===== src/rtl/map_reader_if.sv =====
// Bundles the snapshot request, row-beat stream and status of map_reader.
// master = the reader that drives the stream; slave = the requester/consumer.
interface map_reader_if #(
   parameter int ROWS = 16,
   parameter int COLS = 16
);
   localparam int ROW_W = (ROWS > 1) ? $clog2(ROWS) : 1;
   localparam int CNT_W = $clog2(ROWS * COLS + 1);

   logic [ROWS*COLS-1:0] map_in;
   logic                 start;
   logic                 busy;
   logic                 out_valid;
   logic                 out_ready;
   logic [ROW_W-1:0]     out_row;
   logic [COLS-1:0]      out_data;
   logic                 done;
   logic [CNT_W-1:0]     live_count;

   modport master (
      input  map_in, start, out_ready,
      output busy, out_valid, out_row, out_data, done, live_count
   );

   modport slave (
      output map_in, start, out_ready,
      input  busy, out_valid, out_row, out_data, done, live_count
   );
endinterface


===== src/rtl/map_reader.sv =====
// Snapshots the life map on start and streams it one row per beat; first beat the cycle after start.
// A beat holds (row, data, live_count stable) while out_ready is low; one-cycle done pulse after the last row.
module map_reader #(
   parameter int ROWS = 16,
   parameter int COLS = 16
) (
   input  logic         clk,
   input  logic         rst,
   map_reader_if.master bus
);
   localparam int ROW_W = (ROWS > 1) ? $clog2(ROWS) : 1;
   localparam int CNT_W = $clog2(ROWS * COLS + 1);

   typedef enum logic [1:0] {IDLE, SCAN, DONE} state_e;

   state_e                      state_q, state_d;
   logic [ROWS-1:0][COLS-1:0]   snap_q, snap_d;
   logic [ROW_W-1:0]            row_q, row_d;
   logic [CNT_W-1:0]            live_q, live_d;
   logic [COLS-1:0]             row_dat;
   logic [CNT_W-1:0]            row_pop;

   always_ff @(posedge clk or posedge rst) begin
      if (rst) begin
         state_q <= IDLE;
         snap_q  <= '0;
         row_q   <= '0;
         live_q  <= '0;
      end else begin
         state_q <= state_d;
         snap_q  <= snap_d;
         row_q   <= row_d;
         live_q  <= live_d;
      end
   end

   always_comb begin
      row_dat = snap_q[row_q];
      row_pop = '0;
      for (int c = 0; c < COLS; c++) begin
         row_pop = row_pop + CNT_W'(row_dat[c]);
      end
   end

   always_comb begin
      state_d = state_q;
      snap_d  = snap_q;
      row_d   = row_q;
      live_d  = live_q;
      case (state_q)
         IDLE: begin
            if (bus.start) begin
               snap_d  = bus.map_in;
               row_d   = '0;
               live_d  = '0;
               state_d = SCAN;
            end
         end
         SCAN: begin
            if (bus.out_ready) begin
               live_d = live_q + row_pop;
               // Row index parks on the last row; DONE/IDLE never present it as valid.
               if (row_q == ROW_W'(ROWS - 1)) begin
                  state_d = DONE;
               end else begin
                  row_d = row_q + ROW_W'(1);
               end
            end
         end
         DONE: state_d = IDLE;
         default: state_d = IDLE;
      endcase
   end

   assign bus.busy       = (state_q != IDLE);
   assign bus.out_valid  = (state_q == SCAN);
   assign bus.done       = (state_q == DONE);
   assign bus.out_row    = row_q;
   assign bus.out_data   = row_dat;
   assign bus.live_count = live_q;
endmodule

===== src/flat_wrapper.sv =====
// flat-port wrapper written by rule: the top's interface ports become plain ports
module map_reader_flat 
#(
   parameter int ROWS = 16,
   parameter int COLS = 16
)
  (clk, rst, bus_map_in, bus_start, bus_out_ready, bus_busy, bus_out_valid, bus_out_row, bus_out_data, bus_done, bus_live_count);
  map_reader_if #(.ROWS(ROWS), .COLS(COLS)) bus_i ();
  input  logic clk;
  input  logic rst;
  input wire logic [$bits(bus_i.map_in)-1:0] bus_map_in;
  input wire logic [$bits(bus_i.start)-1:0] bus_start;
  input wire logic [$bits(bus_i.out_ready)-1:0] bus_out_ready;
  output wire logic [$bits(bus_i.busy)-1:0] bus_busy;
  output wire logic [$bits(bus_i.out_valid)-1:0] bus_out_valid;
  output wire logic [$bits(bus_i.out_row)-1:0] bus_out_row;
  output wire logic [$bits(bus_i.out_data)-1:0] bus_out_data;
  output wire logic [$bits(bus_i.done)-1:0] bus_done;
  output wire logic [$bits(bus_i.live_count)-1:0] bus_live_count;
  assign bus_i.map_in = bus_map_in;
  assign bus_i.start = bus_start;
  assign bus_i.out_ready = bus_out_ready;
  assign bus_busy = bus_i.busy;
  assign bus_out_valid = bus_i.out_valid;
  assign bus_out_row = bus_i.out_row;
  assign bus_out_data = bus_i.out_data;
  assign bus_done = bus_i.done;
  assign bus_live_count = bus_i.live_count;
  map_reader #(.ROWS(ROWS), .COLS(COLS)) u_core (.clk(clk), .rst(rst), .bus(bus_i));
endmodule

===== config.mk =====
export PLATFORM = sky130hd
export DESIGN_NAME = map_reader_flat
export DESIGN_NICKNAME = d
export VERILOG_FILES = /design/src/rtl/map_reader_if.sv /design/src/rtl/map_reader.sv /design/src/flat_wrapper.sv
export SDC_FILE = /design/constraint.sdc
export NUM_CORES = 1
export LEC_CHECK = 0
export CORE_MARGIN = 8
export CORE_UTILIZATION = 51
export CTS_CLUSTER_DIAMETER = 150
export DETAILED_ROUTE_END_ITERATION = 12
export MAX_ROUTING_LAYER = met4
export PLACE_DENSITY = 0.81
export SYNTH_ARGS = -nofsm -noshare
export SYNTH_HDL_FRONTEND = slang
export SYNTH_SLANG_ARGS = --single-unit
export TNS_END_PERCENT = 50

===== constraint.sdc =====
create_clock -name clk -period 12.4 [get_ports clk]
set_input_delay 2.48 -clock clk [delete_from_list [all_inputs] [get_ports clk]]
set_output_delay 2.48 -clock clk [all_outputs]
set_load 0.005 [all_outputs]

Word level (Yosys, flattened, before mapping)
Cells that the tools add are included.
{ "word_totals": {"register_bits": 271, "inputBits": 260, "out_inout_bits": 32, "elab_cells": 64} }
{ "classes": {"addsub": 17, "order_cmp": 1, "n_eq_ne": 7, "n_mux": 13, "n_reduce_logical": 7} }
{ "ops": {"columns": ["cell", "n"], "rows": [
  ["9-bit by 1-bit adder with 9-bit output", 14],
  ["16-bit binary-select mux with 4-bit select", 1],
  ["9-bit 2-to-1 mux", 2],
  ["9-bit case mux with 2 select lines", 1],
  ["16-bit 2-to-1 mux", 1],
  ["4-bit 2-to-1 mux", 3],
  ["9-bit adder", 1],
  ["4-bit case mux with 2 select lines", 1],
  ["2-bit 2-to-1 mux", 3],
  ["2-bit inequality test (second input constant)", 3],
  ["3-bit AND reduction", 2],
  ["4-bit by 5-bit < comparator with 1-bit output (second input constant)", 1],
  ["4-bit by 1-bit adder with 4-bit output (second input constant)", 1],
  ["4-bit == test (second input constant)", 1],
  ["2-bit case mux with 2 select lines", 1],
  ["4-bit AND reduction", 1],
  ["2-bit nonzero test", 2],
  ["1-bit by 1-bit adder with 2-bit output", 1],
  ["2-bit by 1-bit == test with 1-bit output (second input constant)", 1],
  ["2-bit == test (second input constant)", 1],
  ["2-bit zero test", 1],
  ["2-bit by 1-bit inequality test with 1-bit output (second input constant)", 1],
  ["2-bit AND reduction", 1]
]} }

Longest topological paths before layout
Gate-level depths: netlist of run 1.
{ "logic_depth": {"depth_word": 20, "mapped_depth": 20, "depth_no_buf": 17} }

Worst setup path after synthesis of run 1
OpenSTA, ideal clock, no wires.
{ "synth_timing": {"path_type": "reg2reg", "start": "reg u_core.row_q[0] (netlist: u_core.bus.out_row[0])", "end": "reg u_core.live_q[8] (netlist: u_core.bus.live_count[8])", "setup_ns": 0.079, "arrival_time_ns": 5.299, "required_time_ns": 12.321, "path_slack_ns": 7.022, "path_stages_with_launch": 21, "n_path_buf": 3, "period_less_slack_ns": 5.378, "cell_sequence": "dfrtp_1 -> buf_6 -> buf_6 -> buf_2 -> mux4_2 -> a22oi_1 -> nand2_1 -> ha_1 -> inv_1 -> fa_1 -> fa_1 -> fa_1 -> fa_1 -> inv_1 -> ha_1 -> inv_1 -> fa_1 -> nor2b_1 -> o31ai_1 -> a211oi_1 -> mux2i_1"} }
{ "synth_between": {"elab_chain_len": 20} }
{ "synth_rtl": {"columns": ["element", "line", "rtl"], "rows": [
  ["from (decl)", "map_reader.sv:18", "logic [ROW_W-1:0] row_q, row_d;"],
  ["from (signal assigned)", "map_reader.sv:32", "row_q <= row_d;"],
  ["16-bit binary-select mux with 4-bit select", "map_reader.sv:38", "row_dat = snap_q[row_q];"],
  ["16-bit 2-to-1 mux (implied by the code)", "map_reader.sv:38", null],
  ["net bus_out_data[0]", "flat_wrapper.sv:17", "output wire logic [$bits(bus_i.out_data)-1:0] bus_out_data;"],
  ["1-bit by 1-bit adder with 2-bit output", "map_reader.sv:41", "row_pop = row_pop + CNT_W'(row_dat[c]);"],
  ["9-bit by 1-bit adder with 9-bit output (14 in a row)", "map_reader.sv:41", null],
  ["9-bit adder", "map_reader.sv:61", "live_d = live_q + row_pop;"],
  ["9-bit 2-to-1 mux", "map_reader.sv:60", "if (bus.out_ready) begin"],
  ["9-bit case mux with 2 select lines", "map_reader.sv:50", "case (state_q)"],
  ["to (signal assigned)", "map_reader.sv:33", "live_q <= live_d;"],
  ["to (decl)", "map_reader.sv:19", "logic [CNT_W-1:0] live_q, live_d;"]
]} }
The timed path passes the listed nets, and every way through them passes these cells. The select of a mux whose other input is x is not followed.
A chain may end at the register's enable or synchronous reset.

Final worst setup path of run 1
{ "layout_timing": {"start": "reg u_core.row_q[0] (netlist: u_core.bus.out_row[0])", "end": "reg u_core.live_q[8] (netlist: u_core.bus.live_count[8])"} }
{ "layout_between": {"elab_chain_len": 20} }
{ "layout_rtl": {"columns": ["element", "line"], "rows": [
  ["16-bit binary-select mux with 4-bit select (*)", "map_reader.sv:38"],
  ["16-bit 2-to-1 mux (implied by the code) (*)", "map_reader.sv:38"],
  ["1-bit by 1-bit adder with 2-bit output", "map_reader.sv:41"],
  ["9-bit by 1-bit adder with 9-bit output (13 in a row)", "map_reader.sv:41"],
  ["9-bit by 1-bit adder with 9-bit output (*)", "map_reader.sv:41"],
  ["9-bit adder (*)", "map_reader.sv:61"],
  ["9-bit 2-to-1 mux (*)", "map_reader.sv:60"],
  ["9-bit case mux with 2 select lines (*)", "map_reader.sv:50"]
]} }
Every way passes the cells marked *; elsewhere a longest branch is shown, timed or not. The select of a mux whose other input is x is not followed.

==> reports/results.ini, run 1 <==
[cts]
clockBufferDepth=3
clkTransAtPathRegs_ps=60
post_cts_buffers=0
htreeDepth=1
cts_resized=0
clockRootBuffer=clkbuf_16
holdBufCountCts=0
numCtsBuffers=29
tritoncts=yes
clock_latency_ps=550
clock-sinks=271

[power]
pwr_density_cell_mw_per_mm2=277
peakVddDrop_mv=0.378
leakage_uw=0.00837

[logic_synthesis]
synth-edff-count=0
synthCells=1346
syn_area_per_cell_sq_um=9.55
synth-seq-cells=271
yosys_warnings=0
synth_ff_type=dfrtp_1
ys_types=45
yosysSeqAreaShare=0.528
synth_nets=1633
ys_async_sr_fraction=1.00
syn_area_sq_mm=0.0129

[finish]
fillers=1925
drive_gt1_frac=0.0840
syn_to_final_growth_pct=31.7
num-nets-final=1884

[routing]
via_count=10565
routedWlPerCell_microns=19.9
first_pass_iters=5
initialDrtViolationCount=915
antenna_left=0
drt_wl_total_microns=38900
drc=0
viasPerCell=5.41

[global_route]
antenna_found_initial=4
grt_pass1_vias=11121
track_usage=0.257
grt_max_degree=233
grt_pass1_wl_microns=60300
grt_overflow=0

[sta]
final.setup.tns_ps=0
finalSetupViolCount=0
rsz0062_at_grt=no
drv_slew=0
hold_violations=0
tightest_slew_ps=1180
min_period_over_period=0.519
layout_setup_ws_ps=5970
fmax_mhz=155
final.min_clock_period_ps=6430
skew_ps=11.4
slew_headroom=0.215

[place]
pre_cts_ws_ps=6000
place_congestion=0.865
numPortBuffers=291
hpwlAfterDp_microns=28200

[setup_path]
critPathKind=reg2reg
crit_chain=buf_4 > mux4_2 > a22oi_1 > nand2_1 > ha_1 > inv_1 > fa_1 > fa_1 > fa_1 > fa_1 > inv_1 > ha_1 > inv_1 > fa_1 > nor2b_1 > o31ai_1 > a211oi_1 > mux2i_1
crit_buf_inv=4
critPathArrivalTime_ps=6890
path_max_fanout=42
cp.required_ps=12860
worstSetupStartpointType=flip-flop
slowest_delay_ps=730
path_delay_family=adder cells
slowest_stage=dfrtp_4
endpoint_kind=flip-flop
crit_top_cell=fa_1
r2r_setup_slack_ps=5970

[hold_path]
hp-class=reg2reg

[floorplan]
start_util=0.515
die_h_microns=175
ios=292
die_x_microns=175
core-area_sq_mm=0.0250
rows=58
die_area_sq_mm=0.0305

[job]
maxCapViolCount=0

[run_status]
status=finished, final reports clean

==> registers in the layout, indices dropped and copies added, names as in the netlist <==
signal,count
u_core.bus.live_count,9
u_core.bus.out_row,4
u_core.snap_q,256
u_core.state_q,2
==> where the power goes <==
group	leakage [uW]	switching, uW	internal, uW
clock	0.000505	351	547
sequential	0.00336	227	1180
combinational	0.00450	1240	1140
total	0.00837	1810	2870
==> synth_stat cells, types with 10 or more instances <==
master	instances	area share
mux4_1	12	0.025
clkbuf_1	36	0.011
buf_2	33	0.013
inv_1	25	0.0073
dfrtp_1	271	0.53
a22o_1	14	0.0095
mux4_2	52	0.091
a221oi_2	10	0.012
nand2_1	783	0.23
ha_1	16	0.016
fa_1	11	0.017
a22oi_1	12	0.0070
==> cell type report <==
type,count,area [sq um],share of cell area
antenna,4,10.0,0.000591
sequential,271,6790,0.401
clock inverter,7,92.6,0.00547
clock buffer,46,920,0.0543
tap,330,413,0.0244
inverter,33,131,0.00776
timing repair buffer,301,3000,0.177
multi-input combinational,961,5570,0.329
==> metrics by stage <==
step / cells / hold slack (ps) / instance area [sq um] / util / power, uW
5_1_grt: 1953 / 486 / 16900 / 0.678 / 5040
3_3_place_gp: 1896 / 450 / 15900 / 0.637 / 3660
3_5_place_dp: 1896 / 457 / 15900 / 0.637 / 3780
2_1_floorplan: 1346 / 437 / 12900 / - / 3050
6_report: 1953 / 466 / 16900 / 0.678 / 4690
4_1_cts: 1949 / 471 / 16900 / 0.677 / 4700
==> path summary, 6_finish.rpt <==
kind / endpoint / from / cells after the start
worst min register to register: u_core.snap_q[218] / u_core.snap_q[218] / 2
worst min-delay path: u_core.snap_q[218] / u_core.snap_q[218] / 2
min in group asynchronous: u_core.snap_q[40] / rst / 2
worst max-delay path: u_core.bus.live_count[8] / u_core.bus.out_row[0] / 18
worst max register to register: u_core.bus.live_count[8] / u_core.bus.out_row[0] / 18
max in group asynchronous: u_core.snap_q[236] / rst / 4
==> tightest hold or removal path, stage by stage, from the launching register on <==
cell and delay [ps]:
dfrtp_1 330, nand2_1 50, nand2_1 50
==> placed cells by master (no fill, tap or decap), drive strengths merged, types with 4 or more instances in the layout <==
master | netlist | routed
inv | 33 | 35
ha | 16 | 16
a22oi | 12 | 12
buf | 45 | 10
nand2 | 783 | 783
diode | 0 | 4
mux4 | 64 | 64
a22o | 14 | 14
o21ai | 7 | 7
nor2b | 4 | 4
clkdlybuf4s50 | 0 | 291
clkbuf | 36 | 46
dfrtp | 271 | 271
a221oi | 10 | 10
fa | 11 | 11
nor2 | 6 | 6
==> per-layer routing <==
metal / global-route usage / share of wire / vias up
met5: - / 0 / -
met4: 0.116 / 0.047 / 0
met3: 0.0624 / 0.078 / 99
met2: 0.393 / 0.47 / 496
met1: 0.324 / 0.41 / 5126
li1: - / - / 4844
==> cell families after synthesis <==
| family | share of synthesized area |
|---|---|
| simple gates | 0.239 |
| buf+inv | 0.0404 |
| xor+xnor | 0.00204 |
| fa+ha+maj | 0.0327 |
| flops | 0.528 |
| mux | 0.116 |
| compound gates | 0.0415 |
Power figures use the tool's default switching activity.
==> run 2, diff against run 1 <==
==> constraint.sdc (replaced) <==
create_clock -name clk -period 6.48 [get_ports clk]
set_input_delay 1.296 -clock clk [delete_from_list [all_inputs] [get_ports clk]]
set_output_delay 1.296 -clock clk [all_outputs]
set_load 0.005 [all_outputs]
==> run 2 against run 1 <==
Net effect: clock power grew 86%; die area is the same; highest routed layer unchanged; utilization is essentially flat; sequential power grew 95%; cell area is essentially flat.
==> reports/results.ini, run 2 (synthesized netlist as in run 1, its figures left out) <==
[cts]
post_cts_buffers=0  ; unchanged
cts_resized=0  ; unchanged
htreeDepth=1  ; unchanged
clock-sinks=271  ; unchanged
numCtsBuffers=28  ; -3.4%
tritoncts=yes
holdBufCountCts=0  ; unchanged
clkTransAtPathRegs_ps=60  ; about the same
clockBufferDepth=3  ; unchanged
clock_latency_ps=540  ; about the same
clockRootBuffer=clkbuf_16

[global_route]
grt_pass1_wl_microns=60300  ; about the same
grt_max_degree=177  ; -24%
grt_pass1_vias=10877  ; -2.2%
antenna_found_initial=2  ; -2
track_usage=0.259  ; +0.00183
grt_overflow=0  ; unchanged

[sta]
final.setup.tns_ps=0  ; unchanged
rsz0062_at_grt=no
min_period_over_period=0.886  ; +0.367
final.min_clock_period_ps=5740  ; -694 ps
slew_headroom=0.283  ; +0.0680
tightest_slew_ps=1080  ; -101 ps
finalSetupViolCount=0  ; unchanged
layout_setup_ws_ps=742  ; -5230 ps
fmax_mhz=174  ; +12%
hold_violations=0  ; unchanged
skew_ps=9.21  ; -2.21 ps
drv_slew=0  ; unchanged

[routing]
viasPerCell=5.42  ; +0.18%
first_pass_iters=5  ; unchanged
via_count=10568  ; +0.028%
routedWlPerCell_microns=20.4  ; +2.5%
drt_wl_total_microns=39800  ; +2.3%
antenna_left=0  ; unchanged
drc=0  ; unchanged
initialDrtViolationCount=1161  ; +27%

[floorplan]
core-area_sq_mm=0.0250  ; unchanged
start_util=0.515  ; unchanged
rows=58  ; unchanged
die_x_microns=175  ; unchanged
die_h_microns=175  ; unchanged
die_area_sq_mm=0.0305  ; unchanged
ios=292  ; unchanged

[power]
peakVddDrop_mv=0.771  ; +100%
leakage_uw=0.00836  ; -0.14%
pwr_density_cell_mw_per_mm2=533  ; +92%

[setup_path]
slowest_stage=dfrtp_4
path_max_fanout=38  ; -9.5%
slowest_delay_ps=900  ; +170 ps
crit_top_cell=fa_1
worstSetupStartpointType=flip-flop
cp.required_ps=6940  ; -5920 ps
critPathKind=reg2reg
endpoint_kind=flip-flop
crit_chain=buf_12 > mux4_2 > a22oi_1 > nand2_1 > fa_1 > inv_1 > fa_1 > fa_1 > fa_1 > inv_1 > ha_1 > inv_1 > fa_1 > nor2b_1 > o31ai_1 > a211oi_1 > mux2i_1
critPathArrivalTime_ps=6200  ; -690 ps

[place]
place_congestion=0.894  ; +3.3%
hpwlAfterDp_microns=29300  ; +3.9%
placed_cell_area_sq_mm=0.0160  ; +0.35%
pre_cts_ws_ps=690  ; -5310 ps
numPortBuffers=291  ; unchanged

[finish]
final_area_sq_mm=0.0169  ; about the same
layout_common_cells=nand2_1, clkdlybuf4s50_1, dfrtp_1
syn_to_final_growth_pct=31.7  ; about the same
num-nets-final=1886  ; +0.11%
layout_commonest_cell=nand2_1
utilization=0.678  ; about the same
largest_reg_flops=256  ; unchanged
drive_gt1_frac=0.0822  ; -0.00180
largest_register=u_core.snap_q

[run_status]
status=finished, final reports clean

[job]
maxCapViolCount=0  ; unchanged

[hold_path]
hp-class=reg2reg

==> run 2: layer usage <==
metal	up-vias	wire length, microns	GRT usage
li1	4834	-	-
met4	0	1840	0.111
met3	88	3920	0.0611
met1	5086	15800	0.334
met2	560	18200	0.391
met5	-	0	-
==> run 2: through the flow <==
| step | power [uW] | instances | hold slack [ps] |
|---|---|---|---|
| 3_3_place_gp | 7010 | 1899 | 450 |
| 4_1_cts | 9000 | 1948 | 472 |
| 3_5_place_dp | 7310 | 1899 | 455 |
| 6_report | 9010 | 1950 | 471 |
| 5_1_grt | 9610 | 1950 | 492 |
| 2_1_floorplan | 5840 | 1346 | 437 |
==> run 2: area by class of cell <==
| type | count | area [sq um] |
|---|---|---|
| fill | 1865 | 8040 |
| sequential | 271 | 6790 |
| tap | 330 | 413 |
| clock inverter | 4 | 72.6 |
| clock buffer | 45 | 886 |
| timing repair buffer | 304 | 3060 |
| antenna | 2 | 5.00 |
| multi-input combinational | 961 | 5570 |
| inverter | 33 | 128 |
==> run 2: worst max-delay path: cells and delay by family, from the launching register on <==
family / cells / cell delay (ps)
multiplexers: 2 / 720
AO/OA/AOI/OAI: 3 / 670
flip-flops: 1 / 900
AND/OR/NAND/NOR: 2 / 310
buffers and inverters: 4 / 460
adder cells (fa/ha/maj): 6 / 2570
==> run 2: final timing paths <==
check / startpoint / endpoint / slack (ps) / cells past startpoint
max in group asynchronous: rst / u_core.snap_q[239] / 3840 / 3
worst max register to register: u_core.bus.out_row[0] / u_core.bus.live_count[8] / 740 / 17
worst min-delay path: u_core.snap_q[100] / u_core.snap_q[100] / 470 / 2
worst max-delay path: u_core.bus.out_row[0] / u_core.bus.live_count[8] / 740 / 17
min in group asynchronous: rst / u_core.snap_q[62] / 1270 / 2
worst min register to register: u_core.snap_q[100] / u_core.snap_q[100] / 470 / 2
==> run 2: power breakdown <==
group | leakage [uW] | total [uW] | internal [uW] | switching [uW]
Clock | 0.000469 | 1670 | 1010 | 662
Sequential | 0.00336 | 2750 | 2260 | 488
Combinational | 0.00452 | 4590 | 2200 | 2390
Total | 0.00836 | 9010 | 5470 | 3540
==> run 3, diff against run 2 <==
--- a/config.mk
+++ b/config.mk
@@ -7,10 +7,11 @@
 export LEC_CHECK = 0
 export CORE_MARGIN = 8
 export CORE_UTILIZATION = 51
-export CTS_CLUSTER_DIAMETER = 150
+export CTS_CLUSTER_DIAMETER = 200
 export DETAILED_ROUTE_END_ITERATION = 12
 export MAX_ROUTING_LAYER = met4
 export PLACE_DENSITY = 0.81
+export SKIP_LAST_GASP = 1
 export SYNTH_ARGS = -nofsm -noshare
 export SYNTH_HDL_FRONTEND = slang
 export SYNTH_SLANG_ARGS = --single-unit
==> results of run 3 <==
No change in the layout: final DEF, timing and power equal those of run 2.
